--- config.mk ---
export PLATFORM = sky130hd
export DESIGN_NAME = rsign_ctrl
export DESIGN_NICKNAME = d
export VERILOG_FILES = /design/src/rtl/rsign_ctrl.sv
export SDC_FILE = /design/constraint.sdc
export NUM_CORES = 2
export LEC_CHECK = 0
export ABC_AREA = 1
export CAP_MARGIN = 40
export CORE_AREA = 2 2 408 410
export CTS_CLUSTER_DIAMETER = 50
export DETAILED_ROUTE_END_ITERATION = 6
export DIE_AREA = 0 0 410 412
export PLACE_DENSITY = 0.71
export SLEW_MARGIN = 5
export SYNTH_ARGS = -nofsm -noshare
export SYNTH_HDL_FRONTEND = slang
export SYNTH_SLANG_ARGS = --single-unit
--- constraint.sdc ---
create_clock -name clk -period 1.9 [get_ports clk]
set_clock_uncertainty 0.2 [all_clocks]
set_input_delay 0.475 -clock clk [delete_from_list [all_inputs] [get_ports clk]]
set_output_delay 0.475 -clock clk [all_outputs]
set_load 0.01 [all_outputs]
--- src/rtl/rsign_ctrl.sv ---
// Control for the RSign binariser array: serial threshold loading into a shadow bank,
// commits between frames only, window gating and latency-aligned valid / frame_done.
module rsign_ctrl #(
    parameter int unsigned FM_DEPTH   = 64,
    parameter int unsigned PARA_WIDTH = 16,
    parameter int unsigned FM_SIZE    = 784,
    parameter int unsigned RSIGN_LAT  = 1
) (
    input  logic                                 clk,
    input  logic                                 rstn,
    input  logic                                 para_s_valid,
    input  logic [PARA_WIDTH-1:0]                para_s_data,
    output logic                                 para_s_ready,
    input  logic                                 win_valid,
    output logic                                 in_ready,
    output logic                                 rsign_valid,
    output logic [FM_DEPTH-1:0][PARA_WIDTH-1:0]  para_out,
    output logic                                 out_valid,
    output logic                                 frame_done,
    output logic                                 para_loaded,
    output logic [$clog2(FM_SIZE+1)-1:0]         win_cnt
);

    localparam int unsigned IdxW = (FM_DEPTH > 1) ? $clog2(FM_DEPTH) : 1;
    localparam int unsigned CntW = $clog2(FM_SIZE + 1);

    typedef enum logic [1:0] {StIdle, StReady, StRun, StDrain} state_e;

    state_e                               state_q, state_d;
    logic [IdxW-1:0]                      idx_q;
    logic                                 shadow_full_q;
    logic [FM_DEPTH-1:0][PARA_WIDTH-1:0]  shadow_q;
    logic [FM_DEPTH-1:0][PARA_WIDTH-1:0]  active_q;
    logic                                 para_loaded_q;
    logic [CntW-1:0]                      win_cnt_q, win_cnt_d;
    logic [RSIGN_LAT-1:0]                 vld_pipe_q, vld_pipe_d;
    logic [RSIGN_LAT-1:0]                 last_pipe_q, last_pipe_d;
    logic                                 beat, accept, last_acc, commit;

    assign para_s_ready = ~shadow_full_q;
    assign beat         = para_s_valid & ~shadow_full_q;
    assign accept       = win_valid & in_ready;
    assign rsign_valid  = accept;
    assign out_valid    = vld_pipe_q[RSIGN_LAT-1];
    assign frame_done   = out_valid & last_pipe_q[RSIGN_LAT-1];
    assign para_out     = active_q;
    assign para_loaded  = para_loaded_q;
    assign win_cnt      = win_cnt_q;

    // A pending set is only committed while no frame is in flight.
    assign commit = shadow_full_q &
                    ((state_q == StIdle) | (state_q == StReady) |
                     ((state_q == StDrain) & frame_done));

    assign last_acc = accept & ((state_q == StReady) ? (FM_SIZE == 1)
                                                     : (win_cnt_q == CntW'(FM_SIZE - 1)));

    // State register
    always_ff @(posedge clk or negedge rstn) begin
        if (!rstn) begin
            state_q <= StIdle;
        end else begin
            state_q <= state_d;
        end
    end

    // Next-state logic
    always_comb begin
        state_d = state_q;
        unique case (state_q)
            StIdle:  if (commit) state_d = StReady;
            StReady: if (accept) state_d = (FM_SIZE == 1) ? StDrain : StRun;
            StRun:   if (last_acc) state_d = StDrain;
            StDrain: if (frame_done) state_d = StReady;
            default: state_d = StIdle;
        endcase
    end

    // Output logic; in READY a full shadow bank blocks frame start so the commit wins
    always_comb begin
        in_ready = 1'b0;
        unique case (state_q)
            StIdle:  in_ready = 1'b0;
            StReady: in_ready = ~shadow_full_q;
            StRun:   in_ready = 1'b1;
            StDrain: in_ready = 1'b0;
            default: in_ready = 1'b0;
        endcase
    end

    always_ff @(posedge clk or negedge rstn) begin
        if (!rstn) begin
            idx_q         <= '0;
            shadow_full_q <= 1'b0;
            shadow_q      <= '0;
        end else if (beat) begin
            shadow_q[idx_q] <= para_s_data;
            if (idx_q == IdxW'(FM_DEPTH - 1)) begin
                idx_q         <= '0;
                shadow_full_q <= 1'b1;
            end else begin
                idx_q <= idx_q + IdxW'(1);
            end
        end else if (commit) begin
            shadow_full_q <= 1'b0;
        end
    end

    always_ff @(posedge clk or negedge rstn) begin
        if (!rstn) begin
            active_q      <= '0;
            para_loaded_q <= 1'b0;
        end else if (commit) begin
            active_q      <= shadow_q;
            para_loaded_q <= 1'b1;
        end
    end

    always_comb begin
        win_cnt_d = win_cnt_q;
        if ((state_q == StDrain) && frame_done) begin
            win_cnt_d = '0;
        end else if (accept) begin
            win_cnt_d = (state_q == StReady) ? CntW'(1) : win_cnt_q + CntW'(1);
        end
    end

    always_comb begin
        vld_pipe_d     = vld_pipe_q;
        last_pipe_d    = last_pipe_q;
        vld_pipe_d[0]  = accept;
        last_pipe_d[0] = last_acc;
        for (int i = 1; i < RSIGN_LAT; i++) begin
            vld_pipe_d[i]  = vld_pipe_q[i-1];
            last_pipe_d[i] = last_pipe_q[i-1];
        end
    end

    always_ff @(posedge clk or negedge rstn) begin
        if (!rstn) begin
            win_cnt_q   <= '0;
            vld_pipe_q  <= '0;
            last_pipe_q <= '0;
        end else begin
            win_cnt_q   <= win_cnt_d;
            vld_pipe_q  <= vld_pipe_d;
            last_pipe_q <= last_pipe_d;
        end
    end

endmodule

==> flow_summary_export.csv <==
group,metric,value,unit
sta,post-route-min-period,2.59,ns
floorplan,core.rowCount,149,
clocking,cts-root-to-sink-buffers,3,
sta,timing.fmax,0.386,GHz
layout,drive_above_1_share,24.9,%
clocking,clock_tree.htree_level_count,4,
layout,final_area,102000,sq um
clocking,worst_setup_hold_path_clk_slew,0.06,ns
logic_synthesis,synthArstFlopShare,100,%
floorplan,initial_util,46.1,%
logic_synthesis,synthFlopType,"sky130_fd_sc_hd__dfrtp_1",
pwr,share_of_power_burned_in_the_clock_network,28.2,%
layout,layout.cells.most_common_list,"sky130_fd_sc_hd__nand2_1 (4131), sky130_fd_sc_hd__dfrtp_1 (1996), sky130_fd_sc_hd__o21ai_0 (1023)",
hold_path,hold_path.class,"in -> reg",
sta,final_max_slew_viol_count,0,
detailed_routing,routed_wl,273000,um
setup_path,worst_ep_required_time,1.22,ns
pwr,pwr_density_cell,1450,nW/um^2
setup_path,timing.setup.critical_path_class,"reg -> out",
floorplan,die_area,169000,sq um
global_route,grt_max_degree,110,
setup_path,kind_of_start_point_of_the_critical_path,"flop",
sta,final_critical_path_setup_slack,-0.691,ns
logic_synthesis,synth-edff-count,0,
detailed_routing,avgRoutedWirePerCell,22.8,um
global_route,grt_antenna_before_repair,20,
status,status,"complete, but fails checks",
detailed_routing,route.vias.total,64154,
setup_path,timing.critical_path.to_type,"primary output",
floorplan,fp.coreArea,164000,sq um
clocking,insertion_delay,0.84,ns
logic_synthesis,synth.net_count,7979,
layout,area_growth,34.2,%
sta,worstMarginPinSlew,0.649,ns
logic_synthesis,syn-cell-area,75700,sq um
pwr,worst_ir_drop_vdd,0.000939,V
detailed_routing,vias_per_cell,5.36,
sta,finalCritPeriodShare,136,%
clocking,cts.sinks,2070,
global_route,grt_overflow_total,0,
pwr,sw_frac_of_total,32.7,%
placement,dp.final_hpwl,172000,um
logic_synthesis,synth.ff_latch_count,2070,
pwr,combinational_group_share_of_total_power,24.6,%
sta,setup_repair_after_global_routing_missed_its_margin,"true",
placement,finalWeightedCongestion,0.880,
layout,final_cell_count_no_fill,11964,
sta,setup_viol_count_final,3096,
layout,num-nets-final,9624,
detailed_routing,drt_pre_antenna_iters,7,
logic_synthesis,synth.distinct_cells,29,
global_route,grt_first_pass_wirelength,390000,um
pwr,total_switching_power,0.0480,W
sta,max-slew-margin-rel,56.7,%
global_route,first_global_vias,61589,
run,drv_cap,0,
detailed_routing,detail_route.iter0.violations,7184,
global_route,globalRouteTotalUtil,30.8,%
setup_path,cp.arrival,1.92,ns
detailed_routing,detail_route.drc_violations,2,
clocking,cts_tree,"yes",
floorplan,io_pins,1060,
sta,hold_viol_final,0,
placement,place.detailed.instances,11145,
pwr,internal-power,0.0990,W
logic_synthesis,avgSynthCellArea,9.52,sq um
placement,placement.cell_area,93200,sq um
logic_synthesis,yosys_warnings,0,
pwr,power_frac_seq,47.2,%
floorplan,die_width,410,um
status,violations,"design-rule violations, negative setup slack",
floorplan,die_y,412,um
placement,port-buffer-count,1059,
logic_synthesis,syn_inst,7952,
clocking,cts-buffers-inserted,205,
layout,mostFrequentLayoutCell,"sky130_fd_sc_hd__nand2_1",
detailed_routing,ant_nets,0,
logic_synthesis,synth.yosys.seq_area_share,68.4,%
pwr,p_leak,55.9,nW
clocking,clockRootBuffer,"sky130_fd_sc_hd__clkbuf_16",
setup_path,ff2ff_setup_slack,-0.68,ns
setup_path,critPathMaxFanout,4,
[cell type report]
class / count / area [sq um]
Antenna cell: 11 / 27.5
Clock buffer: 309 / 6110
Clock inverter: 65 / 774
Fill cell: 12953 / 62700
Inverter: 74 / 317
Multi-Input combinational cell: 5292 / 21700
Sequential cell: 2070 / 51900
Tap cell: 2189 / 2740
Timing Repair Buffer: 1952 / 18000
Timing Repair inverter: 2 / 50.0
[critical path, stage by stage (launching register included)]
cell and delay (ns):
sky130_fd_sc_hd__dfrtp_2 0.43, sky130_fd_sc_hd__buf_6 0.13, sky130_fd_sc_hd__ha_4 0.16, sky130_fd_sc_hd__o21ai_4 0.16, sky130_fd_sc_hd__inv_2 0.07, sky130_fd_sc_hd__buf_6 0.13
[per-layer routing]
layer | up-vias | track usage [%] | routed length (um)
met5 | - | 0 | 40
met4 | 6 | 17.3 | 17200
met3 | 740 | 6.15 | 22700
met2 | 3258 | 47.6 | 126000
met1 | 32015 | 40.9 | 107000
li1 | 28135 | - | -
[Yosys cell counts (all sizes together), types with 3 or more instances]
| library cell | count | share of area, % |
|---|---|---|
| inv | 73 | 0.37 |
| nand3 | 18 | 0.12 |
| nor3 | 6 | 0.060 |
| o21ai | 1052 | 7.0 |
| nand2 | 4176 | 21 |
| ha | 7 | 0.12 |
| buf | 184 | 1.2 |
| nor2 | 15 | 0.15 |
| dfrtp | 2070 | 68 |
| xor2 | 3 | 0.035 |
| clkbuf | 332 | 1.6 |
| a21oi | 6 | 0.040 |
[registers in the layout, summed over array words and instances (netlist names)]
signal and cells:
shadow_full_q 1, idx_q 6, out_valid 1, last_pipe_q 1
para_loaded 1, shadow_q 1024, para_out 1024, win_cnt 10
state_q 2
[stage by stage]
step | power (W) | TNS, ns | util, % | setup slack [ns] | hold WS [ns]
floorplan | 0.0808 | -0.619 | - | -0.00619 | -0.0206
global placement | 0.103 | -894.39 | 56.7 | -0.691 | 0.179
detailed placement | 0.105 | -971.86 | 56.7 | -0.709 | 0.179
CTS | 0.146 | -812.44 | 60.6 | -0.785 | 0.154
global route | 0.154 | -1052.17 | 61.9 | -0.751 | 0.233
finish | 0.147 | -854.10 | 61.9 | -0.691 | 0.236
[cells by family (layout without fill, tap and decap cells)]
group | after synthesis | after routing | synth area share [%]
other cells | 0 | 11 | 0
xor+xnor | 3 | 3 | 0.0347
flops | 2070 | 2070 | 68.4
compound gates | 1062 | 1062 | 7.03
simple gates | 4220 | 4220 | 21.1
buf+inv | 590 | 2402 | 3.25
fa+ha+maj | 7 | 7 | 0.116
[what timing repair did]
item / in CTS / in global routing
pin swaps: 8 / 40
hold buffers: 2 / 0
setup buffers: 347 / 33
hold endpoints to repair: 2015 / 0
setup endpoints to repair: 3097 / 3101
gates cloned: 7 / 54
resized for setup: 4639 / 123
[power by group through the flow]
stage | Sequential, W | Combinational (W) | Clock [W]
detailed placement | 0.0691 | 0.0357 | 0
CTS | 0.0687 | 0.0355 | 0.0417
global route | 0.0704 | 0.0400 | 0.0435
global placement | 0.0689 | 0.0346 | 0
finish | 0.0694 | 0.0362 | 0.0415
floorplan | 0.0679 | 0.0128 | 0
[path summary, 6_finish.rpt]
check	startpoint	end	cells after the start
max	state_q[1]$_DFFE_PN0P_	in_ready	5
min	para_s_data[12]	shadow_q[508]$_DFFE_PN0P_	4
max reg2reg	state_q[1]$_DFFE_PN0P_	para_out[872]$_DFFE_PN0P_	16
min reg2reg	shadow_q[634]$_DFFE_PN0P_	para_out[634]$_DFFE_PN0P_	2
max in group asynchronous	rstn	para_out[738]$_DFFE_PN0P_	3
min in group asynchronous	rstn	para_out[910]$_DFFE_PN0P_	3
Note: power is estimated with default switching activity, not from simulation.
